File: src/rtl/fir3_lane_serializer.sv
// rtl/fir3_lane_serializer.sv - three-lane FIR result FIFO re-emitted as a serial sample stream
//
// Purpose: buffers parallel result triples {3k+2, 3k+1, 3k} in a DEPTH-entry
// FIFO and replays them one sample per cycle through a registered
// valid/ready output stage.
//
// Ports:
//   CLK        clock, rising edge
//   RST        synchronous reset, active-high
//   DIN3k      lane 0 sample (index 3k)
//   DIN3k1     lane 1 sample (index 3k+1)
//   DIN3k2     lane 2 sample (index 3k+2)
//   VIN        triple valid
//   IN_READY   FIFO can accept a triple (= !FULL)
//   DOUT       serial output sample, registered
//   VOUT       DOUT valid, registered
//   OUT_READY  downstream accepts DOUT this cycle
//   FULL       FIFO holds DEPTH triples
//   OVF        sticky overflow, cleared only by RST

module fir3_lane_serializer #(
    parameter int NBIT  = 8,
    parameter int DEPTH = 4
) (
    input  logic            CLK,
    input  logic            RST,
    input  logic [NBIT-1:0] DIN3k,
    input  logic [NBIT-1:0] DIN3k1,
    input  logic [NBIT-1:0] DIN3k2,
    input  logic            VIN,
    output logic            IN_READY,
    output logic [NBIT-1:0] DOUT,
    output logic            VOUT,
    input  logic            OUT_READY,
    output logic            FULL,
    output logic            OVF
);

    localparam int AW = (DEPTH > 1) ? $clog2(DEPTH) : 1;
    localparam logic [AW:0] CNT_FULL = (AW+1)'(DEPTH);

    localparam logic [1:0] LANE0 = 2'd0;
    localparam logic [1:0] LANE1 = 2'd1;
    localparam logic [1:0] LANE2 = 2'd2;

    logic [3*NBIT-1:0] mem [DEPTH];
    logic [AW-1:0]     wr_ptr;
    logic [AW-1:0]     rd_ptr;
    logic [AW:0]       count;
    logic [1:0]        lane_idx;

    logic              push_ok;
    logic              load;
    logic              pop;
    logic [3*NBIT-1:0] head;
    logic [NBIT-1:0]   head_lane;

    assign FULL     = (count == CNT_FULL);
    assign IN_READY = !FULL;

    // A triple arriving while full is dropped even if this cycle pops,
    // because FULL is judged on the count before the edge.
    assign push_ok = VIN && !FULL;

    // The output register refills when empty or being consumed; the FIFO
    // head is only retired once its lane 2 has moved into the register.
    assign load = (!VOUT || OUT_READY) && (count != '0);
    assign pop  = load && (lane_idx == LANE2);

    assign head = mem[rd_ptr];

    always_comb begin
        head_lane = head[NBIT-1:0];
        case (lane_idx)
            LANE1:   head_lane = head[2*NBIT-1:NBIT];
            LANE2:   head_lane = head[3*NBIT-1:2*NBIT];
            default: head_lane = head[NBIT-1:0];
        endcase
    end

    // Storage is not reset; the pointers alone define occupancy.
    always_ff @(posedge CLK) begin
        if (!RST && push_ok) begin
            mem[wr_ptr] <= {DIN3k2, DIN3k1, DIN3k};
        end
    end

    always_ff @(posedge CLK) begin
        if (RST) begin
            wr_ptr   <= '0;
            rd_ptr   <= '0;
            count    <= '0;
            lane_idx <= LANE0;
            DOUT     <= '0;
            VOUT     <= 1'b0;
            OVF      <= 1'b0;
        end else begin
            if (push_ok) begin
                wr_ptr <= wr_ptr + 1'b1;
            end
            if (pop) begin
                rd_ptr <= rd_ptr + 1'b1;
            end

            case ({push_ok, pop})
                2'b10:   count <= count + 1'b1;
                2'b01:   count <= count - 1'b1;
                default: count <= count;
            endcase

            if (VIN && FULL) begin
                OVF <= 1'b1;
            end

            if (load) begin
                DOUT     <= head_lane;
                VOUT     <= 1'b1;
                lane_idx <= (lane_idx == LANE2) ? LANE0 : lane_idx + 1'b1;
            end else if (OUT_READY) begin
                VOUT <= 1'b0;
            end
        end
    end

endmodule

File: config.mk
export PLATFORM = sky130hd
export DESIGN_NAME = fir3_lane_serializer
export DESIGN_NICKNAME = d
export VERILOG_FILES = /design/src/rtl/fir3_lane_serializer.sv
export SDC_FILE = /design/constraint.sdc
export NUM_CORES = 1
export LEC_CHECK = 0
export ABC_AREA = 1
export CORE_ASPECT_RATIO = 2
export CORE_MARGIN = 1.5
export CORE_UTILIZATION = 39
export CTS_CLUSTER_DIAMETER = 100
export DETAILED_ROUTE_END_ITERATION = 10
export PLACE_DENSITY = 0.55
export SLEW_MARGIN = 20
export SYNTH_ARGS = -nofsm -noshare
export SYNTH_HDL_FRONTEND = slang
export SYNTH_SLANG_ARGS = --single-unit
File: constraint.sdc
create_clock -name CLK -period 4.4 [get_ports CLK]
set_input_delay 0.66 -clock CLK [delete_from_list [all_inputs] [get_ports CLK]]
set_output_delay 0.66 -clock CLK [all_outputs]
set_load 0.02 [all_outputs]
==> summary.md <==
| Metric | Value |
|---|---|
| Yosys cell types | 21 |
| Sequential area share after synthesis | 68.4% |
| Synth Instances | between 400 and 500 |
| Drc violations | 0 |
| Share of cells above drive strength 1 | between 9 and 10% |
| Tcrit/Tclk final | about 57% |
| Min-Delay Path Depth | 2 |
| Met3 wire length | a little over 400 um |
| Synth top area cells | edfxtp_1, dfxtp_1, nand2_1, nand3_1, inv_1 |
| Slowest cell on the critical path | ha_1 |
| LEAKAGE | approximately 2.2 nW |
| Die width | between 80 and 90 um |
| Vias per cell | about 4.9 |
| Reg2Reg Setup Slack | ~1.9 ns |
| Worst Max-Slew Pin Slew | 0.844 ns |
| Max_slew headroom | 43.6% |
| Worst R2R End | count[2] |
| Final hold vios | 0 |
| Largest net degree at the start of global routing | 50 |
| Die H | ~160 um |
| Pre-antenna DRT Iters | 4 |
| Clk_lat worst skew | approximately 0.41 ns |
| ANT nets after route | 0 |
| Pint | about 0.0022 W |
| Switching Fraction | between 20% and 30% |
| Synth Warn # | 0 |
| Register area | about 3300 um2 |
| Ant. Diodes | 0 |
| Final net count | ~520 |
| CTS tree | done |
| Met1 Wirelength | between 3000 and 4000 um |
| Power share of the sequential group | a little over two fifths |
| Clock transition at path regs | ~0.06 ns |
| Worst reg2reg path startpoint | lane_idx[0] |
| Adder-Cell Fraction of Synth Area | under 10% |
| Leading area contributor after synthesis | edfxtp_1 |
| GP Congestion | 0.785 |
| Row cnt | 57 |
| Post-CTS Hold Fix Bufs | 0 |
| Initial core utilization | between 30% and 40% |
| Slew Viols, Final | 0 |
| CTS Sinks | about 120 |
| Reg2Reg Depth | 11 |
| Combinational share of power | 16.7% |
| Post-Synth Simple-Gate Area | 15.0% |
| Vias in the first global route | about 3,200 |
| First DRT Iteration DRCs | 160 |
| Global-route wire length before repair | between 15,000 and 20,000 um |
| Filler cell count | 1,148 |
| DP Wirelength | between 6000 and 7000 um |
| Synthesized flop and latch total | 117 |
| Vias | roughly 3,200 |
| Critical Path AT | approximately 2.8 ns |
| Final setup violation count | 0 |
| Min-Delay Startpoint | OVF |
| Port-buffer cells | 39 |
| Most frequent cells in the layout | edfxtp_1, nand2_1, inv_1, nand3_1, clkdlybuf4s50_1 |
| Critical path data required time | around 4.7 ns |
| Setup TNS | 0 ns |
| I/O pin cnt | 40 |
| Area of the multi-input gates | 1210 um2 |
| GRT Total Usage | ~18% |
| Synthesized Nets | ~480 |
| Highest Signal Layer | met4 |
| Power Density | around 520 nW/um2 |
| Commonest non-fill, non-tap cell in the layout | edfxtp_1 |
| Outcome | complete, no violations |
| Syn Std Cell Area | roughly 4800 um2 |
| Crit-path max cell delay | ~0.43 ns |
| VDD IR-drop max | roughly 0.00026 V |
| Die ar. | ~13,000 um2 |
| Multiplexer share of the synthesized area | 0% |
| TritonCTS Buffers | 17 |
| Clk root buf | clkbuf_16 |
| Crit-path cells | inv_1 -> ha_1 -> inv_1 -> nor2_1 -> ha_1 -> inv_1 -> fa_1 -> a21oi_1 -> o21ai_0 -> o21ai_0 -> a21oi_1 |
| Fin cells | ~640 |
| Core Region | 12,100 um2 |
| Area delta synth->final | 21.8% |
| Total wire length | between 10,000 and 15,000 um |
| Antenna violations before repair | 0 |
| Routed length on met2 | 6200 um |
| CP Class | flip-flop to flip-flop |
| F_max | between 0.3 and 0.4 GHz |
| RSZ-0062 raised after global routing | false |
| Xor/xnor share of the synthesized area | less than 1% |
| Clock power frac | 40.7% |
| Largest family of logic cells by synthesized area | simple AND/OR/NAND/NOR gates |
| Cts repair resizes | 0 |
| CP most frequent cell | inv_1 |
| Crit path max fanout | 9 |
| Minimum clock period | ~2.5 ns |
| Total gr overflow | 0 |
| Net switching power | slightly above 0.0008 W |
| Depth of the CTS H-tree | 4 |
| Critical Path Source Type | flip-flop |
| Syn Area/Cell | about 11 um2 |
| Cell count after placement | between 600 and 700 |
| Max-cap violations | 0 |
| Routed wire per std cell | between 15 and 20 um |
| Post-synth top area share | 59.7% |
| Path category of the worst min-delay check | flip-flop to flip-flop |
| Crit path capture type | flip-flop |
| Post-CTS setup buffers | 0 |
| Worst Hold Endpoint | OVF |
| Setup skew after layout | around 0.011 ns |
| Clk buf depth | 2 |
| Compound-cell area share of the yosys netlist | ~7% |
-- cell families after synthesis --
group | count (synthesis)
DFF | 117
adders and majority gates | 10
AOI/OAI and AO/OA | 63
xor gates and xnor gates | 1
and+or+nand+nor | 174
buffers and inverters | 73
-- routing by layer --
layer,vias up,GRT usage (%)
met1,1505,18.9
met3,11,4.03
met2,76,31.4
li1,1574,-
met5,-,0
met4,0,8.24
-- synth_stat cells --
cell type / n
buf_6: 4
buf_2: 9
nand3_1: 50
inv_2: 4
dfxtp_1: 21
a21oi_1: 20
buf_4: 2
o21ai_1: 15
xor2_1: 1
buf_1: 1
clkbuf_1: 3
nor2_1: 32
inv_1: 50
edfxtp_1: 96
o21ai_2: 1
ha_1: 9
fa_1: 1
o21ai_0: 19
nand3_2: 1
nand2_1: 91
o211ai_1: 8
-- worst max path at each step --
stage                            from  depth (start not counted)        end
after floorplan                   RST                          3  mem[0][0]
after global placement      OUT_READY                         10   count[2]
after detailed placement    OUT_READY                         10   count[2]
after CTS                 lane_idx[0]                         11   count[2]
after global routing      lane_idx[0]                         11   count[2]
final                     lane_idx[0]                         11   count[2]
-- power by group through the flow --
stage / clock network (W) / registers [W] / logic, W
4_1_cts: 0.00127 / 0.00130 / 0.000520
5_1_grt: 0.00131 / 0.00130 / 0.000562
3_3_place_gp: 0 / 0.00132 / 0.000507
6_report: 0.00124 / 0.00130 / 0.000507
3_5_place_dp: 0 / 0.00132 / 0.000518
2_1_floorplan: 0 / 0.00135 / 0.000284
-- area by class of cell --
type | count | share of cell area (%)
clock inverter | 14 | 1.92
clock buffer | 18 | 7.30
multi-input combinational | 248 | 20.6
timing repair buffer | 45 | 7.41
sequential | 117 | 56.2
tap | 147 | 3.13
inverter | 54 | 3.45
-- critical path, delay by kind of cell (launching register included) --
kind                     cells  cell delay, ns
buffers and inverters        3            0.29
AO/OA/AOI/OAI                4            0.47
flip-flops                   1            0.33
adder cells (fa/ha/maj)      3            1.03
AND/OR/NAND/NOR              1            0.30
-- per-stage QoR --
step	setup slack, ns	power [W]	util [%]	hold slack (ns)	instance area, um2
after floorplan	2.02	0.00163	-	0.454	4830
after global placement	1.64	0.00183	44.0	0.460	5340
after detailed placement	1.58	0.00184	44.0	0.465	5340
after CTS	1.89	0.00309	48.5	0.474	5880
after global routing	1.66	0.00318	48.5	0.487	5880
final	1.88	0.00305	48.5	0.461	5880
-- sequential cells by signal, indices dropped and copies added (netlist names), named ones only --
register  cells
VOUT          1
wr_ptr        2
OVF           1
DOUT          8
count         3
rd_ptr        2
mem          96
lane_idx      2
(Power assumes the default switching activity.)
